$ cat src/rtl/mem_arb_pkg.sv
// rtl/mem_arb_pkg.sv - shared types and defaults for the SRAM arbiter
package mem_arb_pkg;

    localparam int WAIT_CYCLES_DEFAULT = 2;

    typedef enum logic [1:0] {
        ST_IDLE   = 2'd0,
        ST_SETUP  = 2'd1,
        ST_ACCESS = 2'd2,
        ST_DONE   = 2'd3
    } arb_state_t;

endpackage

$ cat src/rtl/wait_counter.sv
// rtl/wait_counter.sv - 4-bit loadable down-counter with zero flag
module wait_counter (
    input  logic       i_clk,
    input  logic       i_rst_n,
    input  logic       i_load,
    input  logic [3:0] i_load_val,
    input  logic       i_dec,
    output logic       o_zero
);

    logic [3:0] r_count;

    always_ff @(posedge i_clk or negedge i_rst_n) begin
        if (!i_rst_n) begin
            r_count <= 4'd0;
        end else if (i_load) begin
            r_count <= i_load_val;
        end else if (i_dec && (r_count != 4'd0)) begin
            r_count <= r_count - 4'd1;
        end
    end

    assign o_zero = (r_count == 4'd0);

endmodule

$ cat src/rtl/mem_arbiter.sv
// rtl/mem_arbiter.sv - round-robin CPU/loader arbiter for an async SRAM
module mem_arbiter
    import mem_arb_pkg::*;
#(
    parameter int WAIT_CYCLES = WAIT_CYCLES_DEFAULT
) (
    input  logic        Clk,
    input  logic        Reset,
    input  logic        cpu_req,
    input  logic        cpu_we,
    input  logic [15:0] cpu_addr,
    input  logic [15:0] cpu_wdata,
    output logic [15:0] cpu_rdata,
    output logic        cpu_ready,
    input  logic        ldr_req,
    input  logic        ldr_we,
    input  logic [15:0] ldr_addr,
    input  logic [15:0] ldr_wdata,
    output logic [15:0] ldr_rdata,
    output logic        ldr_ready,
    output logic [15:0] mem_addr,
    output logic [15:0] mem_wdata,
    input  logic [15:0] mem_rdata,
    output logic        OE,
    output logic        WE,
    output logic        busy,
    output logic        grant_ldr
);

    // Counter runs WAIT_CYCLES-1 .. 0, so ACCESS lasts exactly WAIT_CYCLES cycles
    localparam logic [3:0] LP_LOAD = 4'(WAIT_CYCLES - 1);

    arb_state_t  r_state;
    logic        r_we;
    logic        r_owner_ldr;
    logic        r_ldr_next;
    logic [15:0] r_addr;
    logic [15:0] r_wdata;
    logic [15:0] r_cpu_rdata;
    logic [15:0] r_ldr_rdata;

    logic        w_any_req;
    logic        w_pick_ldr;
    logic        w_in_access;
    logic        w_in_done;
    logic        w_cnt_load;
    logic        w_cnt_dec;
    logic        w_cnt_zero;

    assign w_any_req   = cpu_req | ldr_req;
    assign w_pick_ldr  = ldr_req & (~cpu_req | r_ldr_next);
    assign w_in_access = (r_state == ST_ACCESS);
    assign w_in_done   = (r_state == ST_DONE);
    assign w_cnt_load  = (r_state == ST_SETUP);
    assign w_cnt_dec   = w_in_access & ~w_cnt_zero;

    wait_counter u_wait_counter (
        .i_clk      (Clk),
        .i_rst_n    (Reset),
        .i_load     (w_cnt_load),
        .i_load_val (LP_LOAD),
        .i_dec      (w_cnt_dec),
        .o_zero     (w_cnt_zero)
    );

    always_ff @(posedge Clk or negedge Reset) begin
        if (!Reset) begin
            r_state     <= ST_IDLE;
            r_we        <= 1'b0;
            r_owner_ldr <= 1'b0;
            r_ldr_next  <= 1'b1;
            r_addr      <= 16'h0000;
            r_wdata     <= 16'h0000;
            r_cpu_rdata <= 16'h0000;
            r_ldr_rdata <= 16'h0000;
        end else begin
            case (r_state)
                ST_IDLE: begin
                    if (w_any_req) begin
                        r_state     <= ST_SETUP;
                        r_owner_ldr <= w_pick_ldr;
                        r_ldr_next  <= ~w_pick_ldr;
                        r_we        <= w_pick_ldr ? ldr_we    : cpu_we;
                        r_addr      <= w_pick_ldr ? ldr_addr  : cpu_addr;
                        r_wdata     <= w_pick_ldr ? ldr_wdata : cpu_wdata;
                    end
                end
                ST_SETUP: begin
                    r_state <= ST_ACCESS;
                end
                ST_ACCESS: begin
                    if (w_cnt_zero) begin
                        r_state <= ST_DONE;
                        // Capture while OE is still low on the final access edge
                        if (!r_we) begin
                            if (r_owner_ldr) begin
                                r_ldr_rdata <= mem_rdata;
                            end else begin
                                r_cpu_rdata <= mem_rdata;
                            end
                        end
                    end
                end
                ST_DONE: begin
                    r_state <= ST_IDLE;
                end
                default: begin
                    r_state <= ST_IDLE;
                end
            endcase
        end
    end

    // Strobes decode from state so an async reset releases them at once
    assign OE        = ~(w_in_access & ~r_we);
    assign WE        = ~(w_in_access & r_we);
    assign busy      = (r_state != ST_IDLE);
    assign cpu_ready = w_in_done & ~r_owner_ldr;
    assign ldr_ready = w_in_done & r_owner_ldr;
    assign grant_ldr = r_owner_ldr;
    assign mem_addr  = r_addr;
    assign mem_wdata = r_wdata;
    assign cpu_rdata = r_cpu_rdata;
    assign ldr_rdata = r_ldr_rdata;

endmodule
$ cat config.mk
export PLATFORM = sky130hd
export DESIGN_NAME = mem_arbiter
export DESIGN_NICKNAME = d
export VERILOG_FILES = /design/src/rtl/mem_arb_pkg.sv /design/src/rtl/wait_counter.sv /design/src/rtl/mem_arbiter.sv
export SDC_FILE = /design/constraint.sdc
export NUM_CORES = 1
export LEC_CHECK = 0
export ABC_AREA = 1
export CELL_PAD_IN_SITES_DETAIL_PLACEMENT = 0
export CELL_PAD_IN_SITES_GLOBAL_PLACEMENT = 1
export CORE_ASPECT_RATIO = 0.6
export CORE_MARGIN = 4
export CORE_UTILIZATION = 32
export DETAILED_ROUTE_END_ITERATION = 12
export GPL_TIMING_DRIVEN = 0
export PLACE_DENSITY_LB_ADDON = 0.1
export SLEW_MARGIN = 0
export SYNTH_ARGS = -nofsm -noshare
export SYNTH_HDL_FRONTEND = slang
export SYNTH_SLANG_ARGS = --single-unit
$ cat constraint.sdc
create_clock -name Clk -period 3.4 [get_ports Clk]
set_clock_uncertainty 0.15 [all_clocks]
set_input_delay 0.68 -clock Clk [delete_from_list [all_inputs] [get_ports Clk]]
set_output_delay 0.68 -clock Clk [all_outputs]
set_load 0.05 [all_outputs]
==> results of run 1 <==
-- final timing paths --
path                            slack (ns)                      start  depth (start not counted)                   endpoint
worst min-delay path                  0.17                      Reset                          1    mem_addr[4]$_DFFE_PN0P_
worst min register to register        0.32  ldr_rdata[11]$_DFFE_PN0P_                          2  ldr_rdata[11]$_DFFE_PN0P_
max in group asynchronous             2.35                      Reset                          2   cpu_rdata[4]$_DFFE_PN0P_
min in group Clk                      0.32  ldr_rdata[11]$_DFFE_PN0P_                          2  ldr_rdata[11]$_DFFE_PN0P_
worst max-delay path                  0.45     r_state[0]$_DFFE_PN0P_                          6                         OE
worst max register to register        1.59     r_state[0]$_DFFE_PN0P_                          8   cpu_rdata[7]$_DFFE_PN0P_
-- layer usage --
layer	wire length, um	track usage	vias up	share of wire
met1	4480	0.215	1330	0.47
met5	0	0	-	0
met3	787	0.0728	9	0.082
li1	-	-	1491	-
met2	4190	0.240	90	0.44
met4	98	0.0400	0	0.010
-- flip-flops by register name (all words and copies together), names as in the netlist --
| signal | cells |
|---|---|
| r_ldr_next | 1 |
| mem_addr | 16 |
| grant_ldr | 1 |
| r_state | 2 |
| mem_wdata | 16 |
| cpu_rdata | 16 |
| ldr_rdata | 16 |
| u_wait_counter.r_count | 4 |
| r_we | 1 |
-- critical path: cells and delay by family (launching register included) --
| family | cells | cell delay, ns |
|---|---|---|
| flip-flops | 1 | 0.42 |
| adder cells (fa/ha/maj) | 1 | 0.28 |
| AND/OR/NAND/NOR | 1 | 0.14 |
| buffers and inverters | 4 | 0.95 |
-- report_power, final --
group          leakage, nW  switching (mW)  internal [mW]
Clock                0.149           0.342          0.571
Combinational         1.48            2.27           1.17
Sequential           0.858           0.248           1.30
Total                 2.49            2.86           3.04
-- layout make-up --
type | instances | area share
buffer | 15 | 0.0282
clock buffer | 14 | 0.0533
clock inverter | 2 | 0.00188
inverter | 34 | 0.0239
multi-input combinational | 246 | 0.224
sequential | 73 | 0.343
tap | 135 | 0.0317
timing repair buffer | 156 | 0.294
-- through the flow --
stage          TNS [ns]  setup WS, ns  cells  hold WS (ns)
3_5_place_dp          0         0.786    659         0.319
2_1_floorplan         0          1.25    368         0.234
6_report              0         0.449    675         0.168
3_3_place_gp     -87.77         -1.22    658         0.315
4_1_cts               0         0.427    675         0.178
5_1_grt               0         0.340    675         0.197
-- layout by cell type, fill, tap and decap left out --
cell             synthesis  routed
nor2_2                   1       1
nand4_1                  1       1
nand2_1                148     148
clkinv_2                 0       2
clkdlybuf4s50_1          0     154
nand3_1                 39      39
o21ai_1                 20      20
buf_6                   12      12
o21ai_2                 13      13
buf_12                   0       1
buf_4                    0       1
a21oi_2                  1       1
dfstp_2                  1       1
clkbuf_16                0       9
nor2_4                   3       3
inv_2                    2       2
inv_1                   32      32
o21ai_0                  1       1
o21bai_1                 2       2
dfrtp_1                 72      72
clkbuf_8                 0       4
a21oi_1                  2       2
clkbuf_1                 0       1
nand3_2                  2       2
nor2_1                   5       5
o21ai_4                  1       1
ha_1                     7       7
buf_2                    3       3
-- kinds of logic (layout without fill, tap and decap cells) --
family / Yosys count / in the layout / share of synthesized area
simple gates: 199 / 199 / 0.253
fa+ha+maj: 7 / 7 / 0.0266
compound gates: 40 / 40 / 0.0816
buf+inv: 49 / 221 / 0.0842
flops: 73 / 73 / 0.554
==> run_results.csv, run 1 <==
group,metric,value,unit
global_route,antenna_found_initial,0,
final_layout,final_area,0.00533,mm^2
global_route,grt_max_degree,39,
worst_setup_path,path_class,"reg2out",
floorplanning,die_area,0.0120,mm^2
worst_setup_path,cp_max_fo,5,
drt,viasPerCell,4.33,
clock_tree,cts.sinks,73,
worst_setup_path,path_cells,"inv_1 -> ha_1 -> inv_2 -> nor2_4 -> inv_1 -> clkdlybuf4s50_1",
yosys,yosysUniqueCellTypes,21,
place,dpl_cell_area,0.00504,mm^2
clock_tree,max-clock-path-buffers,2,
worst_hold_path,min_path_type,"in2async",
global_route,grt_pass1_wl,15.4,mm
power_and_ir_drop,power,5.91,mW
timing,max_slew_margin,0.635,
yosys,ys_ff_latch,73,
clock_tree,post-cts-setup-buffers,0,
flow_run,maxCapViolations,0,
timing,period_minus_slack,2.95,ns
global_route,overflow,0,
yosys,synth_warnings,0,
global_route,grt_pass1_vias,2999,
clock_tree,hold_buffers,0,
drt,drc_errors,0,
yosys,synth_nets,461,
drt,wirelength,9.55,mm
clock_tree,numCtsBuffers,9,
floorplanning,die-height,86.6,um
final_layout,multi_input_area,0.00119,mm^2
drt,drt-initial-drc-count,95,
clock_tree,htree_num_levels,3,
floorplanning,die_w,139,um
clock_tree,cts_tree,"built",
timing,rsz0062_at_grt,"no",
clock_tree,clk_pin_slew_worst_paths,0.06,ns
final_layout,nFillCells,937,
timing,maxSlewViolCount,0,
yosys,synthTopCellsByArea,"dfrtp_1, nand2_1, nand3_1",
timing,final-setup-viol-count,0,
final_layout,syn2layout_area_growth,61.6,%
final_layout,diodes,0,
worst_setup_path,start_kind,"flip-flop",
yosys,yosysTopAreaCell,"dfrtp_1",
drt,routedWlPerCell,14.1,um
final_layout,postLayoutCoreUtil,0.536,
drt,firstDrtPassIters,4,
yosys,synth_common_cells,"nand2_1, dfrtp_1, nand3_1",
final_layout,final_layout_size_suffix_gt1_frac,0.104,
timing,hold_viol,0,
yosys,syn_area_per_cell,8.96,um^2
worst_setup_path,crit_top_cell,"inv_1",
yosys,synth_edf_count,0,
yosys,synth-main-ff-cell,"dfrtp_1",
yosys,syn_area,0.00330,mm^2
yosys,synth_top_area_frac,0.546,
worst_setup_path,cp.arrival,2.12,ns
yosys,synth.most_common_cell,"nand2_1",
place,port-buffer-count,155,
outcome,status,"complete, no violations",
floorplanning,pin_count,156,
yosys,async_flop_share,1.00,
clock_tree,clkLatencyLatePin,0.33,ns
final_layout,final_nets,628,
floorplanning,floorplan.initialDensity,0.331,
power_and_ir_drop,p_leak,2.49,nW
worst_setup_path,slowest_delay,0.69,ns
timing,fmax,0.339,GHz
yosys,synth_cells,368,
power_and_ir_drop,ir_drop,0.000468,V
timing,tightestPinTransition,0.545,ns
power_and_ir_drop,power_density,1110,mW/mm^2
yosys,yosysSeqAreaShare,0.554,
floorplanning,rows,28,
clock_tree,ctsResizeCount,0,
worst_setup_path,end_kind,"primary output",
drt,drtAntennaViolNets,0,
final_layout,seqCellArea,0.00183,mm^2
clock_tree,root_buffer,"clkbuf_16",
floorplanning,coreArea,0.00995,mm^2
global_route,grt_util_all_layers,0.161,
worst_setup_path,critPathSlowestCell,"clkdlybuf4s50_1",
place,gp_routability_congestion,0.796,
timing,period_share,0.868,
worst_setup_path,worstPathRequired,2.57,ns
drt,vias,2920,
place,dp_hpwl,7.28,mm
Note: power is estimated with default switching activity, not from simulation.
==> run 2: changes to the inputs <==
- ABC_CLOCK_PERIOD_IN_PS: unset -> 3400
- SLEW_MARGIN: 0 -> 20
==> results of run 2 <==
The final DEF is identical to that of run 1; final timing and power are the same.
==> run 3: changes to the inputs <==
- TNS_END_PERCENT: unset -> 10
==> results of run 3 <==
The final DEF is identical to that of run 1; final timing and power are the same.
